`src/rtl/scoreboard.sv`:
```
// In-order hazard tracker for a parametrised pipeline depth and read-port count.
// Tracks in-flight register writes per stage after issue, decides whether the
// instruction in D may issue, and registers one forward-source select per port.
module scoreboard #(
    parameter  int NREGS   = 32,
    parameter  int NSTAGES = 3,
    parameter  int NPORTS  = 2,
    localparam int AW      = $clog2(NREGS),
    localparam int SW      = $clog2(NSTAGES + 1)
) (
    input  logic                 clk,
    input  logic                 reset_n,
    input  logic                 issue_valid,
    input  logic                 issue_we,
    input  logic [AW-1:0]        issue_rd,
    input  logic [SW-1:0]        issue_ready_stage,
    input  logic [NPORTS*AW-1:0] issue_rs,
    input  logic [NPORTS-1:0]    issue_rs_used,
    input  logic                 hold,
    input  logic                 flush,
    input  logic [NSTAGES-1:0]   kill_mask,
    output logic                 issue_stall,
    output logic                 issue_fire,
    output logic [NPORTS*SW-1:0] fwd_sel,
    output logic [NREGS-1:0]     pending
);

    // Entry 0 = E, entry NSTAGES-1 = W.
    logic [NSTAGES-1:0]          valid_q, valid_d;
    logic [NSTAGES-1:0][AW-1:0]  rd_q,    rd_d;
    logic [NSTAGES-1:0][SW-1:0]  rdy_q,   rdy_d;
    logic [NPORTS-1:0][SW-1:0]   fwd_q,   fwd_d;

    logic [NPORTS-1:0][SW-1:0]   fwd_sel_c;
    logic [NPORTS-1:0]           hazard;
    logic [SW-1:0]               rdy_in;

    logic                        found;
    int unsigned                 m;
    logic [SW-1:0]               mrdy;
    logic [AW-1:0]               rs;

    // Clamp the incoming ready stage into 1..NSTAGES-1.
    always_comb begin
        if (issue_ready_stage == '0)
            rdy_in = SW'(1);
        else if (int'(issue_ready_stage) > NSTAGES - 1)
            rdy_in = SW'(NSTAGES - 1);
        else
            rdy_in = issue_ready_stage;
    end

    // Per port: find the youngest in-flight writer and derive hazard and forward source.
    always_comb begin
        hazard    = '0;
        fwd_sel_c = '0;
        found     = 1'b0;
        m         = 0;
        mrdy      = '0;
        rs        = '0;
        for (int unsigned p = 0; p < NPORTS; p++) begin
            found = 1'b0;
            m     = 0;
            mrdy  = '0;
            rs    = issue_rs[p*AW +: AW];
            for (int unsigned i = 0; i < NSTAGES; i++) begin
                if (!found && valid_q[i] && (rd_q[i] == rs)) begin
                    found = 1'b1;
                    m     = i;
                    mrdy  = rdy_q[i];
                end
            end
            // The consumer reaches E next cycle, when the producer sits at entry m+1.
            if (issue_rs_used[p] && (rs != '0) && found) begin
                hazard[p] = (m + 1) < 32'(mrdy);
                if ((m + 1) <= NSTAGES - 1)
                    fwd_sel_c[p] = SW'(m + 1);
            end
        end
    end

    assign issue_stall = issue_valid & (|hazard);
    assign issue_fire  = issue_valid & ~issue_stall & ~hold & ~flush;
    assign fwd_sel     = fwd_q;

    // Next state: shift entries unless held; kill_mask then clears the new valid bits.
    always_comb begin
        valid_d = valid_q;
        rd_d    = rd_q;
        rdy_d   = rdy_q;
        fwd_d   = fwd_q;
        if (!hold) begin
            for (int unsigned i = 1; i < NSTAGES; i++) begin
                valid_d[i] = valid_q[i-1];
                rd_d[i]    = rd_q[i-1];
                rdy_d[i]   = rdy_q[i-1];
            end
            valid_d[0] = issue_fire & issue_we & (issue_rd != '0);
            rd_d[0]    = issue_rd;
            rdy_d[0]   = rdy_in;
            fwd_d      = issue_fire ? fwd_sel_c : '0;
        end
        valid_d = valid_d & ~kill_mask;
    end

    // State registers with synchronous active-low reset.
    always_ff @(posedge clk) begin
        if (!reset_n) begin
            valid_q <= '0;
            rd_q    <= '0;
            rdy_q   <= '0;
            fwd_q   <= '0;
        end else begin
            valid_q <= valid_d;
            rd_q    <= rd_d;
            rdy_q   <= rdy_d;
            fwd_q   <= fwd_d;
        end
    end

    // Pending-write mask; register 0 is never reported.
    always_comb begin
        pending = '0;
        for (int unsigned i = 0; i < NSTAGES; i++) begin
            if (valid_q[i])
                pending[rd_q[i]] = 1'b1;
        end
        pending[0] = 1'b0;
    end

endmodule
```
`config.mk`:
```
export PLATFORM = sky130hd
export DESIGN_NAME = scoreboard
export DESIGN_NICKNAME = d
export VERILOG_FILES = /design/src/rtl/scoreboard.sv
export SDC_FILE = /design/constraint.sdc
export NUM_CORES = 1
export LEC_CHECK = 0
export BUFFER_PORTS_ARGS = -buffer_cell sky130_fd_sc_hd__buf_2
export CAP_MARGIN = 20
export CORE_AREA = 3 3 70 72
export DETAILED_ROUTE_END_ITERATION = 12
export DIE_AREA = 0 0 73 75
export PLACE_DENSITY = 0.84
export SLEW_MARGIN = 20
export SYNTH_ARGS = -nofsm -noshare
export SYNTH_HDL_FRONTEND = slang
export SYNTH_SLANG_ARGS = --single-unit
```
`constraint.sdc`:
```
create_clock -name clk -period 7 [get_ports clk]
set_input_delay 1.4 -clock clk [delete_from_list [all_inputs] [get_ports clk]]
set_output_delay 1.4 -clock clk [all_outputs]
set_load 0.05 [all_outputs]
```
# Word-level counts from Yosys, hierarchy flattened
# Cells that the tools add are included.
# word_totals
word_cells	102
input_bits	28
reg_bits	28
# op_classes
n_mux	35
eq_ne	6
n_reduce_logical	26
addsub	2
order_cmp	11
bitwise_logic	13
# op_table
operator	count
32-bit two-way mux	5
32-bit by 1-bit adder with 32-bit output, second input constant	2
32-bit by 2-bit <= comparator with 1-bit output, second input constant	2
32-bit by 2-bit < comparator with 1-bit output	2
32-bit bitwise OR	2
5-bit equality test	6
2-bit two-way mux	12
5-bit by 6-bit < comparator with 1-bit output, second input constant	3
1-bit logical AND	17
1-bit demux with 5-bit select	3
5-bit by 1-bit greater-or-equal comparator with 1-bit output, second input constant	3
5-bit nonzero test	3
1-bit two-way mux	13
1-bit bitwise AND	6
1-bit logical NOT	4
4-bit two-way mux	1
3-bit bitwise AND	1
3-bit two-way mux	1
1-bit inverter	3
3-bit inverter	1
2-bit greater-than comparator, second input constant	1
2-bit logical NOT	1
2-bit OR reduction	1

# Longest topological paths before layout
# logic_depth
ltp_word	24
ltp_mapped	14

# Worst setup path before layout
# Ideal clock, no wire load.
# synth_path
path_kind	input -> output
from	in issue_rs[1]
to	out issue_stall
n_path_buf	1
stages	11
arrival_ns	4.301
slack_ns	1.299
cell_sequence	xor2_1 -> nor4_2 -> nand3_1 -> mux2_2 -> mux2i_1 -> ha_1 -> and3_1 -> a22o_2 -> or4_1 -> buf_2 -> a21oi_1
# synth_between
elab_chain_len	16
# synth_rtl
item	line_no	source
start, declared	17	input logic [NPORTS*AW-1:0] issue_rs,
5-bit equality test	67	if (!found && valid_q[i] && (rd_q[i] == rs)) begin
1-bit logical AND	67	
1-bit two-way mux	67	
1-bit logical NOT	67	
1-bit logical AND (2 in series)	67	
1-bit two-way mux	67	
1-bit logical NOT	67	
1-bit logical AND (2 in series)	67	
32-bit two-way mux	67	
32-bit by 1-bit adder with 32-bit output	--	
32-bit by 2-bit < comparator with 1-bit output	75	hazard[p] = (m + 1) < 32'(mrdy);
1-bit two-way mux *	74	if (issue_rs_used[p] && (rs != '0) && found) begin
2-bit OR reduction *	82	assign issue_stall = issue_valid & (|hazard);
1-bit bitwise AND *	82	
end, declared	22	output logic issue_stall,
# Every way passes the cells marked *; elsewhere a longest branch is shown, timed or not.

# Final worst setup path
# Same ends and word-level chain as after synthesis.

==> impl_metrics.toml <==
[sta]
finalSetupViolCount = 0
slew_headroom_pct = 32.5
finalSetupTns_ns = 0
drv_slew = 0
min_period_ns = 5.73
max_slew.worst_pin.slew_ns = 1.01
finalCritPeriodShare_pct = 81.8
rsz0062_at_grt = "false"
fmax_ghz = 0.175
holdWs_ns = 0.453
hold_viol = 0
finClkSkew_ns = 0.00308

[place]
dp_hpwl_um = 5080
gp_congestion = 0.894
io_buffers = 63

[clock_network]
cts_tree = "done"
cts-root-buf = "clkbuf_8"
ctsResizeCount = 0
clkSlewWorstSetupHoldPaths_ns = 0.09
clock_path_buffers = 2
cts_hold_buf = 0
cts_made_buffers = 3
cts_setup_buffers = 0
numClockSinks = 27
insertion_delay_ns = 0.27
htreeDepth = 1

[global_routing]
grt_pass1_wl_um = 11200
track_usage_pct = 25.4
grt_overflow = 0
antenna_found_initial = 0
grt_max_degree = 30
grt_pass1_vias = 2322

[synth]
synthAdderAreaFrac_pct = 1.01
yosysMostFrequentCell = "nand2_1"
synth-compound-area-share_pct = 15.1
synth_async_sr_flop_share_pct = 0
yosys.area_share.xor_xnor_pct = 10.6
synth_top_family_by_area = "simple AND/OR/NAND/NOR gates"
synthFlopType = "dfxtp_1"
synthSimpleGateAreaFrac_pct = 35.2
muxShareOfSynthArea_pct = 9.81
syn-cell-area_sq_mm = 0.00247
synthCells = 332
ys_top_cells_by_count = "nand2_1 (68), a22oi_1 (29), dfxtp_1 (27), xor2_1 (24), mux2i_1 (22)"
synth_area_per_cell_sq_um = 7.45
ys_types = 43
synth_top_area_share_pct = 21.9
yosysTopAreaCell = "dfxtp_1"
synth_top_cells_by_area = "dfxtp_1 (22%), nand2_1 (10%), mux2i_1 (8.9%)"
yosys_warnings = 0
synth-edff-count = 0
synth_fp_nets = 362
synth-seq-cells = 27
ys_seq_area_share_pct = 21.9

[cells_and_area]
fillCellCount = 396
diodes = 0
fin_nets = 400
drive_gt1_share_pct = 20.9
multi_input_area_sq_mm = 0.00178
areaGrowthSynthToFinish_pct = 11.9
regArea_sq_um = 541

[route]
dr.first_iter.drc_count = 269
wl_um = 7020
antenna_left = 0
vias = 2646
wl_per_cell_um = 16.7
routed_via_density = 6.29
firstDrtPassIters = 6
drc_errors = 0

[die]
die_h_um = 75
ioPinCount = 66
dieArea_sq_mm = 0.00548
initial_core_util_pct = 56.8
coreArea_sq_mm = 0.00435
die_w_um = 73
num_rows = 24

[critical_path]
r2r_start = "rd_q[9]"
reg2reg_depth = 11
start_kind = "input pin"
crit_type = "input pin to primary output"
cp_max_fo = 7
crit_start = "issue_rs[1]"
cp.arrival_ns = 4.33
end_kind = "primary output"
required_ns = 5.60
r2r_end = "fwd_sel[1]"
cp-endpoint = "issue_stall"
rrSetupSlack_ns = 3.73

[flow_run]
drv_cap = 0

[pwr]
ir_worst_vdd_mv = 0.188
p_leak_uw = 0.00140
power_density_mw_per_mm2 = 113

[status]
status = "completed"

[hold_path]
hold_path_class = "flop to flop"
registers in the layout, indices dropped and copies added, names as in the netlist:
register	flops
rd_q	15
rdy_q	5
valid_q	3
fwd_sel	4
power breakdown:
group	total [uW]	internal, uW	switching (uW)
sequential	170	158	12.0
clock	89.5	39.9	49.5
combinational	53.9	23.8	30.0
cells by family (layout without fill, tap and decap cells):
kind of cell / after synthesis / after routing
AO/OA/AOI/OAI: 50 / 50
XOR/XNOR: 30 / 30
adder cells (fa/ha/maj): 2 / 2
buffers and inverters: 36 / 73
flip-flops: 27 / 27
multiplexers: 24 / 24
other: 1 / 1
AND/OR/NAND/NOR: 162 / 162
metrics by stage:
stage / total power (uW) / setup WS, ns / area (sq um) / util, % / instances
after CTS: 314 / 1.29 / 2770 / 63.6 / 421
final: 313 / 1.27 / 2770 / 63.6 / 421
after detailed placement: 226 / 1.30 / 2720 / 62.5 / 417
after global placement: 224 / 1.35 / 2720 / 62.5 / 417
after floorplan: 209 / 1.30 / 2470 / - / 332
after global routing: 327 / 1.08 / 2770 / 63.6 / 421
per-layer routing:
layer	wire length, um	global-route usage [%]	up-vias
met3	613	3.87	10
li1	-	-	1236
met2	3360	40.4	151
met1	3010	37.1	1249
met5	0	0	-
met4	36	3.28	0
placed cells by master (no fill, tap or decap), types with 4 or more instances in the layout:
master | Yosys | final
nor3_1 | 5 | 5
or4_1 | 4 | 4
inv_1 | 6 | 6
nand3_1 | 12 | 12
buf_2 | 6 | 63
nand2_1 | 68 | 68
nor2b_1 | 19 | 19
mux2i_1 | 22 | 22
xor2_1 | 24 | 24
and3_1 | 8 | 8
and3b_1 | 7 | 7
nor2_1 | 12 | 12
o21ai_1 | 6 | 6
xnor2_1 | 6 | 6
nor3b_1 | 14 | 14
dfxtp_1 | 27 | 27
a22oi_1 | 29 | 29
area by class of cell:
| cell class | instances | area share (%) |
|---|---|---|
| multi-input cells | 269 | 64.3 |
| flip-flops and latches | 27 | 19.5 |
| repair buffers | 63 | 11.4 |
| well taps | 52 | 2.35 |
| clock buffers | 3 | 1.49 |
| inverters | 6 | 0.813 |
| clock inverters | 1 | 0.181 |
critical path: stages:
cell     delay, ns
buf_2         0.13
xor2_1        0.15
nor4_2        0.30
nand3_1       0.20
mux2_2        0.32
mux2i_1       0.14
ha_1          0.27
and3_1        0.17
a22o_2        0.21
or4_1         0.56
a21oi_1       0.20
buf_2         0.28
worst min-delay path by stage:
stage	start	end	slack, ns	depth (start not counted)
detailed placement	rdy_q[0]	rdy_q[0]	0.44	2
global placement	rdy_q[0]	rdy_q[0]	0.43	2
floorplan	rdy_q[0]	rdy_q[0]	0.43	2
global route	rdy_q[0]	rdy_q[0]	0.47	2
finish	rdy_q[0]	rdy_q[0]	0.45	2
CTS	rdy_q[0]	rdy_q[0]	0.45	2
No activity file was read; power rests on OpenSTA's default activity.
